--- src/rtl/branch_predictor.sv ---
// Fetch-stage direct-mapped BTB + 2-bit PHT with 1-cycle registered prediction, trained by resolved branches.
// Optional global-history XOR indexing of the PHT is enabled with `define BRANCH_GHR_EN.
module branch_predictor #(
  parameter int INDEX_W = 6,
  parameter int TAG_W   = 10,
  parameter int GHR_W   = 6
) (
  input  logic        clk,
  input  logic        rst,
  input  logic        stall,
  input  logic        fetch_valid,
  input  logic [31:0] fetch_pc,
  input  logic        branch_flush,
  output logic        pred_valid,
  output logic [31:0] pred_pc,
  output logic        pre_is_branch_taken,
  output logic [31:0] pre_branch_addr,
  input  logic        update_en,
  input  logic [31:0] pc_dispatch,
  input  logic        taken_or_not_actual,
  input  logic [31:0] branch_actual_addr
);

  localparam int N = 1 << INDEX_W;

  logic [N-1:0]       btb_valid_q;
  logic [TAG_W-1:0]   btb_tag_q [N];
  logic [31:0]        btb_tgt_q [N];
  logic [1:0]         pht_q     [N];

  logic               pred_valid_q, pred_taken_q;
  logic [31:0]        pred_pc_q, pred_addr_q;
  logic               pred_taken_d;
  logic [31:0]        pred_addr_d;
  logic               hit;

  logic [INDEX_W-1:0] f_idx, u_idx, f_pidx, u_pidx;
  logic [TAG_W-1:0]   f_tag, u_tag;

  assign f_idx = fetch_pc[INDEX_W+1:2];
  assign f_tag = fetch_pc[INDEX_W+TAG_W+1:INDEX_W+2];
  assign u_idx = pc_dispatch[INDEX_W+1:2];
  assign u_tag = pc_dispatch[INDEX_W+TAG_W+1:INDEX_W+2];

`ifdef BRANCH_GHR_EN
  logic [GHR_W-1:0] ghr_q;
  logic [INDEX_W-1:0] ghr_ext;
  assign ghr_ext = INDEX_W'(ghr_q);
  assign f_pidx  = f_idx ^ ghr_ext;
  assign u_pidx  = u_idx ^ ghr_ext;

  // History only advances on resolved branches, so a flush never needs to repair it.
  always_ff @(posedge clk) begin
    if (rst) ghr_q <= '0;
    else if (update_en) ghr_q <= {ghr_q[GHR_W-2:0], taken_or_not_actual};
  end
`else
  logic [GHR_W-1:0] unused_ghr;
  assign unused_ghr = '0;
  assign f_pidx = f_idx;
  assign u_pidx = u_idx;
`endif

  logic unused_pc_bits;
  assign unused_pc_bits = ^{fetch_pc[1:0], fetch_pc[31:INDEX_W+TAG_W+2],
                            pc_dispatch[1:0], pc_dispatch[31:INDEX_W+TAG_W+2]};

  // Reads see pre-update contents; a same-cycle update to the same entry is not bypassed.
  always_comb begin
    hit          = btb_valid_q[f_idx] && (btb_tag_q[f_idx] == f_tag);
    pred_taken_d = hit && pht_q[f_pidx][1];
    pred_addr_d  = pred_taken_d ? btb_tgt_q[f_idx] : fetch_pc + 32'd8;
  end

  always_ff @(posedge clk) begin
    if (rst) begin
      pred_valid_q <= 1'b0;
      pred_taken_q <= 1'b0;
      pred_pc_q    <= '0;
      pred_addr_q  <= '0;
    end else if (branch_flush) begin
      pred_valid_q <= 1'b0;
    end else if (!stall) begin
      pred_valid_q <= fetch_valid;
      if (fetch_valid) begin
        pred_pc_q    <= fetch_pc;
        pred_taken_q <= pred_taken_d;
        pred_addr_q  <= pred_addr_d;
      end
    end
  end

  always_ff @(posedge clk) begin
    if (rst) begin
      btb_valid_q <= '0;
      for (int i = 0; i < N; i++) pht_q[i] <= 2'b01;
    end else if (update_en) begin
      if (taken_or_not_actual) begin
        btb_valid_q[u_idx] <= 1'b1;
        if (pht_q[u_pidx] != 2'b11) pht_q[u_pidx] <= pht_q[u_pidx] + 2'b01;
      end else if (pht_q[u_pidx] != 2'b00) begin
        pht_q[u_pidx] <= pht_q[u_pidx] - 2'b01;
      end
    end
  end

  // Tag/target carry no reset: the valid bit gates their use.
  always_ff @(posedge clk) begin
    if (!rst && update_en && taken_or_not_actual) begin
      btb_tag_q[u_idx] <= u_tag;
      btb_tgt_q[u_idx] <= branch_actual_addr;
    end
  end

  assign pred_valid          = pred_valid_q;
  assign pred_pc             = pred_pc_q;
  assign pre_is_branch_taken = pred_taken_q;
  assign pre_branch_addr     = pred_addr_q;

endmodule

--- config.mk ---
export PLATFORM = sky130hd
export DESIGN_NAME = branch_predictor
export DESIGN_NICKNAME = d
export VERILOG_FILES = /design/src/rtl/branch_predictor.sv
export SDC_FILE = /design/constraint.sdc
export NUM_CORES = 2
export LEC_CHECK = 0
export ABC_AREA = 0
export BUFFER_PORTS_ARGS = -buffer_cell sky130_fd_sc_hd__buf_2
export CORE_MARGIN = 2
export CORE_UTILIZATION = 30
export DETAILED_ROUTE_END_ITERATION = 6
export PLACE_DENSITY_LB_ADDON = 0.3
export SLEW_MARGIN = 20
export SYNTH_ARGS = -nofsm -noshare
export SYNTH_HDL_FRONTEND = slang
export SYNTH_SLANG_ARGS = --single-unit
--- constraint.sdc ---
create_clock -name clk -period 6.89 [get_ports clk]
set_input_delay 0.689 -clock clk [delete_from_list [all_inputs] [get_ports clk]]
set_output_delay 0.689 -clock clk [all_outputs]
set_load 0.005 [all_outputs]
## Word level (Yosys, flattened, before mapping)

Memories as Yosys holds them, arrays and structs flattened.
Index checks and enable logic that the tools add are counted.
Widths: inputs -> output; s select.

| word-level totals | value |
|---|---|
| flip-flop bits (word level) | 130 |
| RAM bits | 2816 |
| input bits | 103 |
| memories kept | 3 |

| operators by class | value |
|---|---|
| $add $sub $neg | 3 |
| $lt $le $gt $ge | 3 |
| equal/unequal tests | 2 |
| multiplexer cells | 23 |
| bitwise operators | 4 |
| reductions and logical operators | 11 |

Memories:

| memory | words | width | rd ports | clocked after memory_dff | wr ports | line | text |
|---|---|---|---|---|---|---|---|
| btb_tgt_q | 64 | 32 | 1 | 0 | 1 | 28 | `logic [31:0] btb_tgt_q [N];` |
| btb_tag_q | 64 | 10 | 1 | 0 | 1 | 27 | `logic [TAG_W-1:0] btb_tag_q [N];` |
| pht_q | 64 | 2 | 2 | 0 | 64 | 29 | `logic [1:0] pht_q [N];` |

Operators by type and width:

| cell | number |
|---|---|
| $or 64x64->64 | 1 |
| $add 32x4->32 const B | 1 |
| $mux 32 | 1 |
| $mux 1 | 17 |
| $lt 6x7->1 const B | 2 |
| $eq 10x10->1 | 1 |
| $bmux 1 s6 | 1 |
| $demux 1 s6 | 1 |
| $ge 6x1->1 const B | 1 |
| $mux 6 | 1 |
| $logic_and 1x1->1 | 5 |
| $mux 2 | 2 |
| $reduce_or 2->1 | 2 |
| $reduce_and 3->1 | 1 |
| $add 2x1->2 const B | 1 |
| $ne 2x2->1 const B | 1 |
| $not 1->1 | 2 |
| $reduce_and 2->1 | 1 |
| $reduce_bool 2->1 | 1 |
| $sub 2x1->2 const B | 1 |
| $logic_not 1->1 | 1 |
| $or 1x1->1 | 1 |

## Depth between registers and ports, before layout

An unclocked memory read counts as a cell.

| depth | value |
|---|---|
| depth in word-level cells | 10 |
| depth in mapped cells | 19 |
| gate-level depth less buffers | 10 |

## Least setup slack after synthesis

OpenSTA, ideal clock, no wires.

| timing | value |
|---|---|
| path type | in2reg |
| from | in pc_dispatch[4] |
| to | mem btb_tag_q[44][0], enable pin |
| library setup time | 443 ps |
| arrival time | 3589 ps |
| required time | 6447 ps |
| setup slack | 2858 ps |
| stages on the path | 6 |
| buffers on the path | 3 |
| cell sequence | buf_2 -> buf_2 -> buf_1 -> and3_1 -> nand2_1 -> nor2_1 |

RTL lines:

| element | line | text |
|---|---|---|
| start: declaration | 19 | `input logic [31:0] pc_dispatch,` |
| end: declaration | 27 |  |

Straight into the memory's write port.

==> summary.md <==
| Metric | Value |
|---|---|
| Status | `finished clean` |
| Warnings, synthesis | `0` |
| Area of the multi-input gates | `26500 um^2` |
| Dpl cell area | `123000 um^2` |
| Setup Viol. Count Final | `0` |
| Post-CTS Setup Repair Bufs | `0` |
| Logic pwr share | `5.1%` |
| Vias in the first global route | `59510` |
| CP Capture Type | `flop` |
| Reg power frac | `52.5%` |
| Final Util | `34.7%` |
| Relative slew slack | `19.8%` |
| Fin cells | `11143` |
| Total grt overflow | `0` |
| Clk slew on worst S/H paths | `60 ps` |
| Dpl cells | `10596` |
| Sink Count | `2946` |
| Dpl ws | `1410 ps` |
| Nets | `5975` |
| Sequential cell area | `87200 um^2` |
| Setup TNS | `0 ps` |
| Internal | `29400 uW` |
| Post-route ant nets | `0` |
| Die Footprint | `388000 um^2` |
| Worst setup path category | `in2reg` |
| HPWL after DPL | `195 mm` |
| Worst path arrival time | `5190 ps` |
| Clk_lat worst skew | `880 ps` |
| First-pass GRT wire length | `483 mm` |
| CTS tree | `built` |
| Cell Area, Synth | `115000 um^2` |
| Power Density | `283 nW/um^2` |
| GRT Util Overall | `17.7%` |
| Final min period | `4690 ps` |
| Slowest-stage cell, CP | `nand3_1` |
| CP Launch Type | `input port` |
| Fillers | `35417` |
| Root Driver | `clkbuf_16` |
| Final instance area | `133000 um^2` |
| Fmax | `213 MHz` |
| Mapped Avg Cell Area | `20.6 um^2` |
| Routed WL | `353 mm` |
| Ratio of final minimum period to clock period | `68.1%` |
| Primary FF master, synth | `edfxtp_1` |
| DR vias/cell | `5.34` |
| Crit path top cell by count | `nor3_1` |
| Starting Density | `30.1%` |
| Switching Share | `21.7%` |
| Register bit total from synthesis | `2946` |
| Layout area overhead | `15.2%` |
| Residual DRC | `0` |
| Psw | `8150 uW` |
| Cells along the critical path | `buf_2, buf_4, mux4_2, a21oi_1, o21ba_2, nand4b_1, nor3_1, nor3_1, nand3_1, o21ai_0` |
| Die H | `623 um` |
| Max VDD drop | `191 uV` |
| PortBufs | `152` |
| Post_cts resized | `0` |
| R2r setup slk | `2630 ps` |
| Yosys cell types | `83` |
| CTS Buf Count | `306` |
| Total number of vias | `59454` |
| Routed len/inst | `31.6 um` |
| Worst Skew | `61.4 ps` |
| Final slew viol count | `0` |
| Final WS setup | `2200 ps` |
| CORE AREA | `382000 um^2` |
| GPL Wtd Cong | `0.814` |
| Clk buf depth | `4` |
| Max Cap Viol | `0` |
| Worst path max stage delay | `760 ps` |
| CP Data Required Time | `7400 ps` |
| Pre-antenna DRT Iters | `6` |
| Fraction of layout cells with a size suffix above 1 | `25.6%` |
| Leakage | `0.0413 uW` |
| Synth Net Count | `5675` |
| Crit path max-delay family | `simple AND/OR/NAND/NOR gates` |
| Slew @ Worst Pin | `1200 ps` |
| FFs w/ async S/R, synth | `0%` |
| Num ports | `169` |
| RSZ-0062 raised after global routing | `no` |
| # H-tree levels | `5` |
| EDFF count, synth | `2816` |
| Register area share after synthesis | `75.8%` |
| Tightest Hold Check Type | `in2reg` |
| Post-Syn Instances | `5571` |
| CP max FO | `24` |
| Largest net degree at the start of global routing | `113` |
| Antenna violations before repair | `28` |
| # rows | `227` |
| Bufs and invs on worst path | `2` |
| Clock power frac | `42.4%` |
| Die Wd | `623 um` |
| Violation count after the first detailed-routing iteration | `6876` |
| Hold Violations, Final | `0` |
layout make-up:
| cell class | count | area share, % |
|---|---|---|
| Multi-Input combinational cell | 2271 | 20.0 |
| Tap cell | 5038 | 4.76 |
| Inverter | 10 | 0.0387 |
| Timing Repair Buffer | 336 | 2.24 |
| Antenna cell | 3 | 0.00567 |
| Sequential cell | 2946 | 65.8 |
| Clock inverter | 146 | 1.00 |
| Clock buffer | 393 | 6.14 |
placed cells by master, fill, tap and decap left out, types with 19 or more instances in the layout:
cell and count:
nor2_4 65, buf_2 134, clkinv_1 54, nor2b_1 20, buf_4 136, o21ai_0 148, a221oi_1 20, clkbuf_16 310
nor3_1 28, and3_1 20, nand2_1 261, o22ai_1 59, dfxtp_1 130, a21o_1 65, a21oi_1 116, clkinv_2 55
edfxtp_1 2816, buf_12 60, a22oi_1 27, a31oi_1 19, nand3_1 42, clkbuf_1 76, o221ai_1 63, nor2_1 127
mux2i_1 230, xnor2_1 19, mux4_2 699
flip-flops by register name, indices dropped and copies added (netlist names):
name,count
pre_branch_addr,32
btb_valid_q,64
pht_q,128
btb_tgt_q,2048
btb_tag_q,640
pred_pc,32
pre_is_branch_taken,1
pred_valid,1
synth_stat cells (13+ instances only):
library cell	count	area share (%)
mux2i_1	230	2.0
o22ai_1	59	0.32
or2_2	13	0.071
buf_2	83	0.36
buf_1	38	0.12
mux2_2	16	0.16
o221ai_1	63	0.48
a211oi_1	17	0.11
and3_1	20	0.11
buf_6	21	0.21
a22oi_1	27	0.18
mux4_1	18	0.41
edfxtp_1	2816	74
o211ai_1	13	0.085
nand3_1	42	0.18
clkbuf_1	153	0.50
nand2b_1	19	0.10
a221oi_1	20	0.15
a21oi_1	117	0.51
buf_4	46	0.30
xnor2_1	19	0.14
dfxtp_1	130	2.3
mux4_2	699	14
nor2_1	191	0.62
o21ai_0	152	0.66
nor2b_1	20	0.11
nand2_1	262	0.86
a21o_1	65	0.42
nor3_1	28	0.12
a31oi_1	21	0.11
metrics by stage:
stage / total power (uW) / hold slack (ps)
final: 37500 / 97.3
after global routing: 38600 / 72.1
after CTS: 37800 / 41.5
after detailed placement: 22000 / 438
after global placement: 22000 / 427
after floorplan: 21100 / 418
worst reg2reg max path: cells and delay by family (launching register included):
family	cells	cell delay (ps)
mux	2	560
flops	1	330
compound gates	3	1480
simple gates	4	1550
final timing paths:
kind                                      start               to  cells after the start
worst min register to register  btb_valid_q[29]  btb_valid_q[29]                      1
worst min-delay path               fetch_pc[31]      pred_pc[31]                      3
worst max-delay path             pc_dispatch[3]     pht_q[21][1]                     10
worst max register to register     pht_q[16][0]     pht_q[21][1]                      9
per-layer routing:
| layer | routed length, um | global-route usage, % |
|---|---|---|
| met5 | 103 | 0 |
| met4 | 14100 | 6.36 |
| met3 | 23500 | 2.87 |
| met2 | 176000 | 30.3 |
| met1 | 138000 | 22.7 |
what timing repair did:
action | in CTS | in global routing
hold buffers | 1 | 0
endpoints found under the setup margin | 0 | 0
hold endpoints to repair | 1 | 0
power by group through the flow:
stage / registers (uW) / logic, uW / clock network [uW]
after floorplan: 20100 / 1070 / 0
after global placement: 20100 / 1890 / 0
after detailed placement: 20100 / 1920 / 0
after CTS: 19700 / 1920 / 16200
after global routing: 19700 / 2010 / 16900
final: 19700 / 1910 / 15900
cell families (layout without fill, tap and decap cells):
family          count (synthesis)  in the layout  synth area share [%]
xor+xnor                       31             31                 0.243
buf+inv                       354            885                  1.57
simple gates                  660            660                  2.59
other cells                     0              3                     0
compound gates                616            616                  3.53
flops                        2946           2946                  75.8
mux                           963            963                  16.3
fa+ha+maj                       1              1                0.0109
No activity file was read; power rests on OpenSTA's default activity.
